## src/rtl/uart_tx.sv

```systemverilog
// uart_tx: FIFO-buffered 8N1 serial transmitter.
// Bit timing is counted in clk_en ticks, OVERSAMPLE per bit.
module uart_tx #(
   parameter int FIFO_DEPTH = 4,
   parameter int OVERSAMPLE = 8
) (
   input  logic                             clk,
   input  logic                             rst,
   input  logic                             clk_en,
   input  logic [7:0]                       dout,
   input  logic                             send,
   output logic                             tx,
   output logic                             busy,
   output logic                             full,
   output logic [$clog2(FIFO_DEPTH+1)-1:0]  count
);

   localparam int CW = $clog2(FIFO_DEPTH + 1);
   localparam int AW = (FIFO_DEPTH > 1) ? $clog2(FIFO_DEPTH) : 1;
   localparam int TW = (OVERSAMPLE > 1) ? $clog2(OVERSAMPLE) : 1;
   localparam logic [TW-1:0] TICK_LAST = TW'(OVERSAMPLE - 1);
   localparam logic [CW-1:0] CNT_FULL  = CW'(FIFO_DEPTH);

   typedef enum logic [1:0] {
      IDLE,
      START,
      DATA,
      STOP
   } state_t;

   logic [7:0]    mem_q [FIFO_DEPTH];
   logic [AW-1:0] wr_ptr_q;
   logic [AW-1:0] rd_ptr_q;
   logic [CW-1:0] count_q, count_d;
   logic          full_q;
   logic          avail_q;
   logic          have_data;
   logic          push;
   logic          pop;

   state_t        state_q, state_d;
   logic [TW-1:0] tick_q, tick_d;
   logic [2:0]    bit_q, bit_d;
   logic [7:0]    shift_q, shift_d;
   logic          tx_q, tx_d;
   logic          tick_wrap;

   // A write is accepted only while there is room, even if a pop frees one.
   assign push      = send & ~full_q;
   // avail_q lags count by one edge, giving the two-edge send-to-start latency.
   assign have_data = avail_q & (count_q != '0);
   assign tick_wrap = (tick_q == TICK_LAST);

   // FIFO occupancy next-state from the push/pop pair.
   always_comb begin
      count_d = count_q;
      case ({push, pop})
         2'b10:   count_d = count_q + CW'(1);
         2'b01:   count_d = count_q - CW'(1);
         default: count_d = count_q;
      endcase
   end

   // FIFO storage is left unreset; only pointers and count are cleared.
   always_ff @(posedge clk) begin
      if (push) begin
         mem_q[wr_ptr_q] <= dout;
      end
   end

   // FIFO pointers, count and registered flags.
   always_ff @(posedge clk or posedge rst) begin
      if (rst) begin
         wr_ptr_q <= '0;
         rd_ptr_q <= '0;
         count_q  <= '0;
         full_q   <= 1'b0;
         avail_q  <= 1'b0;
      end else begin
         if (push) begin
            wr_ptr_q <= wr_ptr_q + AW'(1);
         end
         if (pop) begin
            rd_ptr_q <= rd_ptr_q + AW'(1);
         end
         count_q <= count_d;
         full_q  <= (count_d == CNT_FULL);
         avail_q <= (count_q != '0);
      end
   end

   // Frame sequencer: next state, tick/bit counters and next tx level.
   always_comb begin
      state_d = state_q;
      tick_d  = tick_q;
      bit_d   = bit_q;
      shift_d = shift_q;
      tx_d    = tx_q;
      pop     = 1'b0;
      case (state_q)
         IDLE: begin
            tx_d = 1'b1;
            if (clk_en && have_data) begin
               pop     = 1'b1;
               shift_d = mem_q[rd_ptr_q];
               tick_d  = '0;
               bit_d   = '0;
               tx_d    = 1'b0;
               state_d = START;
            end
         end
         START: begin
            if (clk_en) begin
               if (tick_wrap) begin
                  tick_d  = '0;
                  bit_d   = '0;
                  tx_d    = shift_q[0];
                  shift_d = {1'b0, shift_q[7:1]};
                  state_d = DATA;
               end else begin
                  tick_d = tick_q + TW'(1);
               end
            end
         end
         DATA: begin
            if (clk_en) begin
               if (tick_wrap) begin
                  tick_d = '0;
                  if (bit_q == 3'd7) begin
                     bit_d   = '0;
                     tx_d    = 1'b1;
                     state_d = STOP;
                  end else begin
                     bit_d   = bit_q + 3'd1;
                     tx_d    = shift_q[0];
                     shift_d = {1'b0, shift_q[7:1]};
                  end
               end else begin
                  tick_d = tick_q + TW'(1);
               end
            end
         end
         STOP: begin
            if (clk_en) begin
               if (tick_wrap) begin
                  tick_d = '0;
                  if (have_data) begin
                     pop     = 1'b1;
                     shift_d = mem_q[rd_ptr_q];
                     tx_d    = 1'b0;
                     state_d = START;
                  end else begin
                     tx_d    = 1'b1;
                     state_d = IDLE;
                  end
               end else begin
                  tick_d = tick_q + TW'(1);
               end
            end
         end
         default: begin
            tx_d    = 1'b1;
            state_d = IDLE;
         end
      endcase
   end

   // Sequencer registers; tx comes straight from a flop.
   always_ff @(posedge clk or posedge rst) begin
      if (rst) begin
         state_q <= IDLE;
         tick_q  <= '0;
         bit_q   <= '0;
         shift_q <= '0;
         tx_q    <= 1'b1;
      end else begin
         state_q <= state_d;
         tick_q  <= tick_d;
         bit_q   <= bit_d;
         shift_q <= shift_d;
         tx_q    <= tx_d;
      end
   end

   assign tx    = tx_q;
   assign full  = full_q;
   assign count = count_q;
   assign busy  = (state_q != IDLE) | (count_q != '0);

endmodule

```

## config.mk

```make
export PLATFORM = sky130hd
export DESIGN_NAME = uart_tx
export DESIGN_NICKNAME = d
export VERILOG_FILES = /design/src/rtl/uart_tx.sv
export SDC_FILE = /design/constraint.sdc
export NUM_CORES = 1
export LEC_CHECK = 0
export ABC_AREA = 1
export CAP_MARGIN = 20
export CORE_AREA = 2 2 79 81
export CTS_BUF_LIST = sky130_fd_sc_hd__clkbuf_2 sky130_fd_sc_hd__clkbuf_4 sky130_fd_sc_hd__clkbuf_8
export CTS_CLUSTER_DIAMETER = 40
export DETAILED_ROUTE_END_ITERATION = 6
export DIE_AREA = 0 0 81 83
export PLACE_DENSITY = 0.67
export SETUP_SLACK_MARGIN = 0.3
export SKIP_LAST_GASP = 1
export SYNTH_ARGS = -nofsm -noshare
export SYNTH_HDL_FRONTEND = slang
export SYNTH_SLANG_ARGS = --single-unit
```

## constraint.sdc

```tcl
create_clock -name clk -period 3.21 [get_ports clk]
set_input_delay 0.321 -clock clk [delete_from_list [all_inputs] [get_ports clk]]
set_output_delay 0.321 -clock clk [all_outputs]
set_load 0.02 [all_outputs]
```

**Word-level counts from Yosys, hierarchy flattened**

Memories as Yosys holds them, arrays and structs flattened.
Cells that the tools add are included.

- Memories kept: 1
- Memory bits (writable): 32
- Bits in registers: 26
- Output and inout bits: 6
- Logic and storage cells: 99

- Bitwise logic cells: 4
- Muxes and demuxes: 48
- Reduce and logical (&&, ||, !) cells: 11
- Equality and inequality tests: 19
- Add/sub/neg operators: 6

Memories:

| memory | words | bits a word | read ports | clocked after Yosys merged registers in | wr ports | RTL line | RTL |
|---|---|---|---|---|---|---|---|
| mem_q | 4 | 8 | 1 | 0 | 1 | 31 | `logic [7:0] mem_q [FIFO_DEPTH];` |

Operator list:

| operator | number |
|---|---|
| 2-to-1 mux 8 bit | 9 |
| one-hot mux 8 bit (4 select lines) | 1 |
| 2-to-1 mux 3 bit | 8 |
| inequality test 2 bit (second input constant) | 10 |
| 2-to-1 mux 1 bit | 16 |
| 2-to-1 mux 2 bit | 8 |
| one-hot mux 3 bit (2 select lines) | 2 |
| AND reduction 6 bit | 2 |
| adder 3 x 1 -> 3 bit (second input constant) | 3 |
| equality test 3 bit (second input constant) | 3 |
| one-hot mux 3 bit (3 select lines) | 1 |
| AND reduction 9 bit | 1 |
| one-hot mux 2 bit (4 select lines) | 1 |
| AND reduction 8 bit | 1 |
| equality test 2 bit (second input constant) | 3 |
| nonzero test 3 bit | 2 |
| adder 2 x 1 -> 2 bit (second input constant) | 2 |
| equality test 2 x 1 -> 1 bit (second input constant) | 2 |
| one-hot mux 1 bit (4 select lines) | 1 |
| OR reduction 3 bit | 1 |
| subtractor 3 x 1 -> 3 bit (second input constant) | 1 |
| bitwise AND 1 bit | 2 |
| logical NOT 2 bit | 1 |
| inequality test 2 x 1 -> 1 bit (second input constant) | 1 |
| other kinds (6) | 6 |

**Longest topological paths before layout**

Gate-level depths: netlist of run 1.

- Word-level depth: 9
- Mapped depth: 14
- Depth with buffers taken out: 14

**Least setup slack after synthesis of run 1**

OpenSTA, ideal clock, no wires.

- Path type: flip-flop to flip-flop
- Start: register state_q[0]
- End: register full_q, in the netlist full
- Library setup time: 72 ps
- Cell stages (with the launch flop): 15
- Arrival time: 2,405 ps
- Setup slack: 734 ps
- Clock period less this slack: 2,476 ps
- Path buffers: 1
- Cells stage by stage: dfrtp_1 > inv_1 > ha_1 > buf_4 > clkinv_1 > nand2_1 > nor2_4 > ha_1 > inv_1 > fa_1 > or2_0 > nand2_1 > xor2_1 > nand2_1 > nor2_1

- Cells in the longest elaborated chain, start to end: 5
- Elaborated cells on any way between the ends: 7
- Classes of those cells: 4 x eq/ne; 2 x mux; 1 x reduce/logical

Ends and longest elaborated chain:

| what | RTL line | RTL |
|---|---|---|
| start, declared | 41 | `state_t state_q, state_d;` |
| start signal, assigned | 177 | `state_q <= state_d;` |
| equality test 2 bit or logical NOT 2 bit (tied branches) | 100 | `case (state_q)` |
| one-hot mux 1 bit (2 select lines) (*) | 100 |  |
| via pop | 39 | `logic pop;` |
| equality test 2 x 1 -> 1 bit or equality test 2 bit (tied branches) | 57 | `case ({push, pop})` |
| one-hot mux 3 bit (2 select lines) (*) | 57 |  |
| via count_d[2] | 34 | `logic [CW-1:0] count_q, count_d;` |
| equality test 3 bit (*) | 87 | `full_q <= (count_d == CNT_FULL);` |
| end signal, assigned | 87 |  |
| end, declared | 35 | `logic full_q;` |

Mark *: on every way through the listed nets, which the timed path passes. The rest lies on a longest branch.
A chain may end at the register's enable or synchronous reset.

**Worst setup path after layout of run 1**

Same ends and word-level chain as after synthesis.

==> results of run 1 <==
==> layout make-up <==
type | instances | area [µm²] | area share
inverters | 36 | 141 | 0.0430
multi-input cells | 187 | 1060 | 0.322
clock buffers | 10 | 131 | 0.0399
repair buffers | 19 | 205 | 0.0624
well taps | 75 | 93.8 | 0.0285
flip-flops and latches | 58 | 1610 | 0.490
clock inverters | 5 | 46.3 | 0.0141
==> how the worst max path moves through the flow <==
stage / start / to
3_5_place_dp: state_q[0] / full
4_1_cts: state_q[0] / full
3_3_place_gp: state_q[0] / full
5_1_grt: state_q[0] / full
6_report: state_q[0] / full
2_1_floorplan: state_q[0] / full
==> synthesized netlist by cell type <==
cell type / number / area share
a21oi_4: 1 / 0.0057
inv_1: 32 / 0.042
edfxtp_1: 32 / 0.34
ha_1: 14 / 0.062
nand3_1: 33 / 0.058
a21boi_4: 1 / 0.0066
xor2_1: 3 / 0.0092
or2_2: 1 / 0.0022
nand3_2: 1 / 0.0035
nand3_4: 1 / 0.0062
o211ai_1: 1 / 0.0026
fa_1: 1 / 0.0070
nor2_4: 1 / 0.0040
buf_4: 3 / 0.0079
nand2_4: 4 / 0.016
o21bai_1: 9 / 0.024
inv_2: 2 / 0.0026
nand4_1: 1 / 0.0022
a21oi_1: 4 / 0.0070
clkinv_1: 1 / 0.0013
o21ai_2: 1 / 0.0031
nor2_1: 12 / 0.016
o21ai_0: 5 / 0.0088
xnor2_1: 1 / 0.0031
o21ai_1: 4 / 0.0070
nand2_1: 86 / 0.11
or2_0: 1 / 0.0022
dfrtp_1: 25 / 0.22
dfstp_2: 1 / 0.0092
clkbuf_1: 1 / 0.0013
nor2_2: 1 / 0.0022
buf_6: 1 / 0.0040
inv_4: 1 / 0.0022
==> repair_timing <==
action                     4_1_cts  5_1_grt
gates resized for setup          0        2
setup buffers                    0        1
setup endpoints to repair        0        1
==> kinds of logic after synthesis <==
kind of cell	share of synthesized area
adder cells (fa/ha/maj)	0.0686
AO/OA/AOI/OAI	0.0647
buffers and inverters	0.0616
flip-flops	0.567
AND/OR/NAND/NOR	0.226
XOR/XNOR	0.0123
==> routing by layer <==
| layer | vias up | track usage | part of all wire |
|---|---|---|---|
| met5 | - | 0 | 0 |
| met1 | 909 | 0.211 | 0.46 |
| met4 | 0 | 0.0770 | 0.025 |
| li1 | 980 | - | - |
| met3 | 15 | 0.0554 | 0.038 |
| met2 | 42 | 0.262 | 0.48 |
==> state kept, by name, summed over array words and instances, names as in the netlist <==
| signal | flops |
|---|---|
| tx | 1 |
| mem_q | 32 |
| shift_q | 8 |
| state_q | 2 |
| full | 1 |
| wr_ptr_q | 2 |
| tick_q | 3 |
| avail_q | 1 |
| rd_ptr_q | 2 |
| bit_q | 3 |
| count | 3 |
==> critical path, delay by kind of cell, from the launching register on <==
| family | cells | cell delay, ps |
|---|---|---|
| AO/OA/AOI/OAI | 1 | 150 |
| AND/OR/NAND/NOR | 6 | 710 |
| XOR/XNOR | 1 | 180 |
| flip-flops | 1 | 430 |
| buffers and inverters | 2 | 200 |
| adder cells (fa/ha/maj) | 3 | 800 |
==> power by group through the flow <==
stage / logic (mW) / registers (mW) / clock network, mW
global route: 1.62 / 1.22 / 0.677
CTS: 1.40 / 1.20 / 0.638
global placement: 1.35 / 1.21 / 0
floorplan: 1.11 / 1.17 / 0
finish: 1.42 / 1.19 / 0.631
detailed placement: 1.39 / 1.21 / 0
==> cells in the final DEF (no fill, tap or decap), drive strengths merged, types with 3 or more instances in the layout <==
cell           netlist  layout
clkdlybuf4s50        0      17
clkbuf               1      10
nor2                14      14
clkinv               1       4
o21ai               10      10
o21bai               9       9
edfxtp              32      32
nand3               35      35
dfrtp               25      25
nand2               90      90
ha                  14      14
a21oi                5       5
inv                 35      35
xor2                 3       3
==> summary.txt, run 1 <==
Placement
  – Area after DPL: 3070 µm²
  – Port-buffer cells: 17
  – Setup Slack @ Placement: 470 ps
  – HPWL after DPL: 3490 µm
  – Routability cong.: 0.820
  – Cells after DPL: 373

Power
  – Switching fraction of total power: 0.410
  – Clk pwr share: 0.194
  – Leak: 1.49 nW
  – Tot Pwr: 3.25 mW
  – Peak VDD IR: 0.000466 V
  – Power Dens Cells: 987 nW/µm²
  – Register share of total power: 0.368
  – P_int: 1.91 mW
  – Logic pwr share: 0.438
  – Psw: 1.33 mW

Logic synthesis
  – Syn Area/Cell: 9.94 µm²
  – Cell area after synthesis: 2840 µm²
  – Synthesized netlist net count: 313
  – Seq/Total Area, Yosys: 0.567
  – Cells after Synth: 286
  – #FFs+latches synth: 58
  – Ys Warns: 0
  – Netlist cell types: 33

Clocking
  – Worst-Skew Late Latency: 340 ps
  – CTS Buf Count: 9
  – Clock root buffer: clkbuf_8
  – # clock sinks: 58
  – Clk pin slew, worst setup/hold paths: 70 ps
  – Hold-fix buffers at CTS: 0
  – Buffer levels on the longest clock path: 2
  – H-tree Lvls: 3
  – TritonCTS clock tree: done

Worst setup path
  – Worst reg2reg startpoint: state_q[0]
  – Worst setup path class: reg -> reg
  – CP max stage cell: dfrtp_1
  – Startpoint types: flop
  – Crit path top cell by count: nand2_1
  – Data required, critical path: 3480 ps
  – Worst r2r dst: full
  – R2R depth: 13
  – Critical path cell sequence: inv_1, ha_2, o21bai_1, nand2_1, nor2_4, ha_1, inv_1, fa_1, or2_0, nand2_1, xor2_1, nand2_1, nor2_1
  – Reg2reg setup slack: 660 ps
  – CP endpoint kind: flop
  – Worst Path Max Fanout: 6
  – CP peak stage delay: 430 ps
  – Data arrival time of the worst path: 2820 ps

Global routing
  – First-pass GRT wire length: 8540 µm
  – Number of global-route vias before repair: 1838
  – Antenna violations before repair: 0
  – Gr usage total: 0.168
  – Total gr overflow: 0
  – Largest net degree at the start of global routing: 27

STA
  – Hold Slack: 193 ps
  – Final worst setup slack: 659 ps
  – Fmax: 0.392 GHz
  – Max_slew headroom: 0.463
  – Fin Setup TNS: 0 ps
  – Final hold vios: 0
  – RSZ-0062 raised after global routing: no
  – Final min period: 2550 ps
  – Slew Limit Fails: 0
  – Clk_skew: 7.53 ps
  – Final Cycle Share: 0.795
  – Slew @ Worst Pin: 803 ps
  – # setup viols final: 0

Floorplanning
  – Core area: 5820 µm²
  – I/O pin count: 18
  – Die Wd: 81 µm
  – Site Rows: 28
  – Die ar.: 6720 µm²
  – Starting Density: 0.489
  – Die height: 83 µm

Detailed routing
  – Drt pass-1 iters: 4
  – Vias post-DR: 1946
  – Drt wl/cell: 13.1 µm
  – Final antenna-violating net count: 0
  – Total routed wirelength: 5110 µm
  – Iteration-0 DRC Markers: 73
  – Via/cell ratio: 4.99
  – Post-route DRC violation count: 0

Cells and area
  – Layout cell share with drive strength beyond 1: 0.102
  – Non-filler cells, final: 390
  – Fillers: 512
  – Finished Core Util: 0.566
  – Diodes inserted: 0
  – Design Area, Final: 3290 µm²
  – Synth-to-Final Area Change: 15.7%
  – Layout Nets: 338

Worst hold path
  – Worst Hold Class: in -> async

Run status
  – Status: finished clean

Job
  – Max Cap Violations: 0
Note: power is estimated with default switching activity, not from simulation.
==> run 2: changes to the inputs <==
==> constraint.sdc (replaced) <==
create_clock -name clk -period 2.4 [get_ports clk]
set_input_delay 0.24 -clock clk [delete_from_list [all_inputs] [get_ports clk]]
set_output_delay 0.24 -clock clk [all_outputs]
set_load 0.02 [all_outputs]
==> run 2 against run 1 <==
  * Sequential power grew 30%
  * Critical path type unchanged
  * Clock skew shrank 2.6 ps
  * Wire length grew 7.4%
  * First-iteration DRC count grew 25%
  * Sequential cell count is the same
  * Largest cell class unchanged
  * Cell count grew 4.4%
  * Clock power grew 25%
  * Non-clock buffer count grew 16
  * Fmax grew 10%
  * Clock-buffer cell count shrank 1
==> summary.txt, run 2 (same netlist as run 1, synthesis figures left out) <==
Detailed routing
  – Via/cell ratio: 4.82
  – Total routed wirelength: 5490 µm
  – Post-route DRC violation count: 0
  – Drt pass-1 iters: 4
  – Iteration-0 DRC Markers: 91
  – Final antenna-violating net count: 0
  – Drt wl/cell: 13.5 µm
  – Vias post-DR: 1961

Placement
  – Routability cong.: 0.745
  – HPWL after DPL: 3460 µm
  – Port-buffer cells: 17
  – Area after DPL: 3190 µm²
  – Cells after DPL: 383

Worst setup path
  – Worst setup path class: reg -> reg
  – Buffers & Inverters on Critical Path: 2
  – Worst Path Max Fanout: 2
  – Top delay family on crit path: adder cells
  – Data arrival time of the worst path: 2590 ps
  – Reg2reg setup slack: 90 ps
  – CP peak stage delay: 380 ps
  – Worst reg2reg startpoint: tick_q[0]
  – Data required, critical path: 2680 ps
  – CP max stage cell: dfrtp_1
  – Cell depth of the worst setup path: 14
  – Critical path cell sequence: ha_2, ha_4, inv_4, o21bai_4, nand2_4, nor2_4, ha_4, inv_4, fa_2, or2_0, nand2_1, xor2_2, nand2_1, nor2_1
  – Worst r2r dst: full
  – CP endpoint kind: flop
  – R2R depth: 14
  – Startpoint types: flop

Worst hold path
  – Worst Hold Class: in -> async

Floorplanning
  – Die height: 83 µm
  – Site Rows: 28
  – I/O pin count: 18
  – Starting Density: 0.489
  – Die Wd: 81 µm
  – Die ar.: 6720 µm²
  – Core area: 5820 µm²

Global routing
  – Met3 Use GR: 0.0435
  – Number of global-route vias before repair: 1972
  – Largest net degree at the start of global routing: 27
  – First-pass GRT wire length: 9090 µm
  – Total gr overflow: 0
  – GR Layer Usage met2: 0.275
  – Met1 GRT Util: 0.240
  – Busiest grt layer: met2
  – Antenna violations before repair: 0
  – Gr usage total: 0.183

Power
  – Psw: 1.95 mW
  – Power Dens Cells: 1330 nW/µm²
  – Leak: 1.56 nW
  – Switching fraction of total power: 0.424
  – P_int: 2.65 mW
  – Register share of total power: 0.338
  – Peak VDD IR: 0.000653 V
  – Clk pwr share: 0.171
  – Logic pwr share: 0.491
  – Tot Pwr: 4.60 mW

STA
  – Fmax: 0.433 GHz
  – Slew Limit Fails: 0
  – Final Cycle Share: 0.962
  – Final min period: 2310 ps
  – # setup viols final: 0
  – RSZ-0062 raised after global routing: yes
  – Final hold vios: 0
  – Max_slew headroom: 0.757
  – Hold Slack: 244 ps
  – Slew @ Worst Pin: 364 ps
  – Clk_skew: 4.92 ps

Run status
  – Status: finished clean

Job
  – Max Cap Violations: 0

Cells and area
  – Layout Nets: 354
  – Most frequent cells in the layout: 84 x nand2_1, 33 x nand3_1, 32 x edfxtp_1
  – Design Area, Final: 3470 µm²
  – Commonest non-fill, non-tap cell in the layout: nand2_1
  – Fillers: 521
  – Synth-to-Final Area Change: 22.1%
  – Largest regs: mem_q: 32 flops, shift_q: 8 flops
  – Diodes inserted: 0
  – Layout cell share with drive strength beyond 1: 0.199
  – Non-filler cells, final: 407
  – Reg with most FFs: mem_q
  – Max reg flops: 32

Clocking
  – Clock root buffer: clkbuf_8
  – Worst-Skew Late Latency: 340 ps
  – H-tree Lvls: 3
  – CTS Buf Count: 9
  – Hold-fix buffers at CTS: 0
  – TritonCTS clock tree: done
  – Clk pin slew, worst setup/hold paths: 70 ps
  – # clock sinks: 58
  – Buffer levels on the longest clock path: 2
[run 2: changes by cell type in the layout (fill, tap and decap cells not counted), sizes merged]
cell	change
clkbuf	-1
dlymetal6s2s	+1
inv	+1
clkdlybuf4s50	-1
clkinvlp	+2
bufinv	-1
buf	+16
[run 2: how the worst max path moves through the flow]
stage | start | end | slack [ps]
2_1_floorplan | state_q[0] | full | 150
6_report | tick_q[0] | full | 90
5_1_grt | tick_q[0] | full | -40
4_1_cts | tick_q[1] | full | 110
3_3_place_gp | tick_q[0] | full | 100
3_5_place_dp | tick_q[0] | full | 20
[run 2: metrics by stage]
| step | TNS [ps] | setup WS, ps | util |
|---|---|---|---|
| after global placement | 0 | 98.9 | 0.548 |
| after detailed placement | 0 | 20.2 | 0.548 |
| final | 0 | 91.2 | 0.597 |
| after CTS | 0 | 108 | 0.590 |
| after global routing | -41.0 | -41.0 | 0.597 |
| after floorplan | 0 | 149 | - |
[run 2: worst reg2reg max path, stage by stage, from the launching register on]
cell	delay, ps
dfrtp_1	380
ha_2	210
ha_4	150
inv_4	40
o21bai_4	150
nand2_4	60
nor2_4	140
ha_4	150
inv_4	30
fa_2	320
or2_0	210
nand2_1	100
xor2_2	160
nand2_1	70
nor2_1	80
[run 2: power by group through the flow]
stage | clock, mW | combinational, mW | sequential (mW)
floorplan | 0 | 1.59 | 1.56
global placement | 0 | 2.06 | 1.56
detailed placement | 0 | 2.09 | 1.57
CTS | 0.807 | 2.21 | 1.55
global route | 0.860 | 2.58 | 1.59
finish | 0.787 | 2.26 | 1.55
[run 2: metal layers]
layer / share of wire / wire, µm
met1: 0.46 / 2540
met2: 0.49 / 2670
met3: 0.031 / 169
met4: 0.021 / 116
met5: 0 / 0
[run 2: cell type report]
type,count,area [µm²],area share
inverter,36,155,0.0447
tap,75,93.8,0.0270
clock inverter,7,45.0,0.0130
clock buffer,9,124,0.0357
multi-input combinational,187,1130,0.326
timing repair buffer,35,308,0.0886
sequential,58,1610,0.465
[run 2: what timing repair did]
action / CTS / global route
setup buffers: 5 / 3
gates resized for setup: 7 / 6
hold endpoints to repair: 0 / 0
setup endpoints to repair: 4 / 4
pin swaps: 9 / 8
==> run 3: changes to the inputs <==
--- a/config.mk
+++ b/config.mk
@@ -7,12 +7,12 @@
 export LEC_CHECK = 0
 export ABC_AREA = 1
 export CAP_MARGIN = 20
-export CORE_AREA = 2 2 79 81
+export CORE_AREA = 10 10 80 82
 export CTS_BUF_LIST = sky130_fd_sc_hd__clkbuf_2 sky130_fd_sc_hd__clkbuf_4 sky130_fd_sc_hd__clkbuf_8
 export CTS_CLUSTER_DIAMETER = 40
 export DETAILED_ROUTE_END_ITERATION = 6
-export DIE_AREA = 0 0 81 83
-export PLACE_DENSITY = 0.67
+export DIE_AREA = 0 0 90 92
+export PLACE_DENSITY = 0.79
 export SETUP_SLACK_MARGIN = 0.3
 export SKIP_LAST_GASP = 1
 export SYNTH_ARGS = -nofsm -noshare
==> run 3 against run 2 <==
  * Clock-buffer cell count is 1 higher
  * Largest cell class unchanged
  * Critical path depth unchanged
  * Final area is 1.8% higher
  * Highest routed layer unchanged
  * First-iteration DRC count rose by 81%
==> summary.txt, run 3 (same netlist as run 1, synthesis figures left out) <==
Run status
  – Status: finished clean

Worst hold path
  – Worst Hold Class: in -> async

STA
  – Final hold vios: 0
  – Clk_skew: 12.8 ps
  – Fin Setup TNS: 0 ps
  – Max_slew headroom: 0.561
  – Final min period: 2280 ps
  – Fmax: 0.439 GHz
  – Slew @ Worst Pin: 659 ps
  – Final worst setup slack: 123 ps
  – Slew Limit Fails: 0
  – RSZ-0062 raised after global routing: yes
  – # setup viols final: 0
  – Final Cycle Share: 0.949

Global routing
  – Number of global-route vias before repair: 1960
  – Gr usage total: 0.139
  – Total gr overflow: 0
  – Largest net degree at the start of global routing: 27
  – Antenna violations before repair: 0
  – First-pass GRT wire length: 9200 µm

Power
  – Power Dens Cells: 1380 nW/µm²
  – Leak: 1.60 nW
  – Tot Pwr: 4.88 mW
  – Peak VDD IR: 0.000600 V

Cells and area
  – Commonest non-fill, non-tap cell in the layout: nand2_1
  – Layout Nets: 356
  – Diodes inserted: 0
  – Multi-input gate area: 1140 µm²
  – Layout cell share with drive strength beyond 1: 0.204
  – Fillers: 342
  – FF/Latch Area: 1620 µm²
  – Synth-to-Final Area Change: 24.3%
  – Largest regs: mem_q: 32 flops, shift_q: 8 flops
  – Most frequent cells in the layout: 85 x nand2_1, 33 x nand3_1, 32 x edfxtp_1
  – Max reg flops: 32
  – Non-filler cells, final: 404
  – Reg with most FFs: mem_q

Clocking
  – H-tree Lvls: 3
  – TritonCTS clock tree: done
  – Hold-fix buffers at CTS: 0
  – Clock root buffer: clkbuf_8
  – # clock sinks: 58
  – Clk pin slew, worst setup/hold paths: 70 ps
  – CTS Buf Count: 9
  – Worst-Skew Late Latency: 340 ps
  – Buffer levels on the longest clock path: 2

Floorplanning
  – Starting Density: 0.579
  – Die ar.: 8280 µm²
  – I/O pin count: 18
  – Die Wd: 90 µm
  – Site Rows: 26
  – Die height: 92 µm
  – Core area: 4910 µm²

Worst setup path
  – Worst setup path class: reg -> reg
  – Data arrival time of the worst path: 2540 ps
  – Startpoint types: flop
  – Data required, critical path: 2670 ps
  – Worst Path Max Fanout: 2
  – CP endpoint kind: flop

Detailed routing
  – Total routed wirelength: 5940 µm
  – Drt pass-1 iters: 4
  – Final antenna-violating net count: 0
  – Vias post-DR: 2039
  – Post-route DRC violation count: 0
  – Drt wl/cell: 14.7 µm
  – Iteration-0 DRC Markers: 165
  – Via/cell ratio: 5.05

Placement
  – HPWL after DPL: 3670 µm
  – Setup Slack @ Placement: -26.1 ps
  – Port-buffer cells: 17
  – Routability cong.: 0.788
  – Cells after DPL: 375

Job
  – Max Cap Violations: 0
[run 3: changes by cell type in the layout (fill, tap and decap cells not counted), moves of 2 or more]
cell | previous run | this run
dfrtp_2 | 0 | 2
dfrtp_1 | 25 | 23
bufinv_16 | 0 | 2
buf_4 | 18 | 20
clkinvlp_4 | 3 | 0
[run 3: path summary, 6_finish.rpt]
check / startpoint / endpoint / slack, ps / cells after the start
worst max-delay path: tick_q[1] / full / 120 / 14
worst min-delay path: rst / shift_q[7] / 260 / 3
worst max register to register: tick_q[1] / full / 120 / 14
worst min register to register: tx / tx / 480 / 2
max in group asynchronous: rst / tx / 1840 / 3
min in group clk: tx / tx / 480 / 2
[run 3: worst max-delay path, stage by stage, from the launching register on]
cell and delay (ps):
dfrtp_1 350, ha_2 190, ha_4 150, inv_4 40
o21bai_4 120, nand2_4 60, nor2_4 130, ha_4 150
inv_4 30, fa_2 330, or2_0 230, nand2_1 120
xor2_2 150, nand2_1 60, nor2_1 90
[run 3: area by class of cell]
type                       instances  share of cell area
inverter                          36              0.0439
tap                               70              0.0248
clock buffer                      10              0.0372
timing repair buffer              37              0.0913
multi-input combinational        187               0.323
sequential                        58               0.457
clock inverter                     6              0.0230
[run 3: timing repair]
action                     in CTS  in global routing
resized for setup               9                  6
setup buffers                   9                  4
setup endpoints to repair       3                  4
pin swaps                       6                  5
[run 3: report_power, final]
part	switching, mW	internal, mW
Sequential	0.237	1.37
Combinational	1.36	0.927
Clock	0.390	0.589
[run 3: routing by layer]
layer,track usage,wire (µm),share of wire
met5,0,0,0
met4,0.0822,84,0.014
met3,0.0269,197,0.033
met2,0.235,3080,0.52
met1,0.161,2580,0.43
[run 3: metrics by stage]
stage	util	hold WS (ps)	area, µm²
after detailed placement	0.643	471	3160
final	0.720	260	3530
after global routing	0.720	295	3530
after global placement	0.643	458	3160
after floorplan	-	279	2890
after CTS	0.709	268	3480
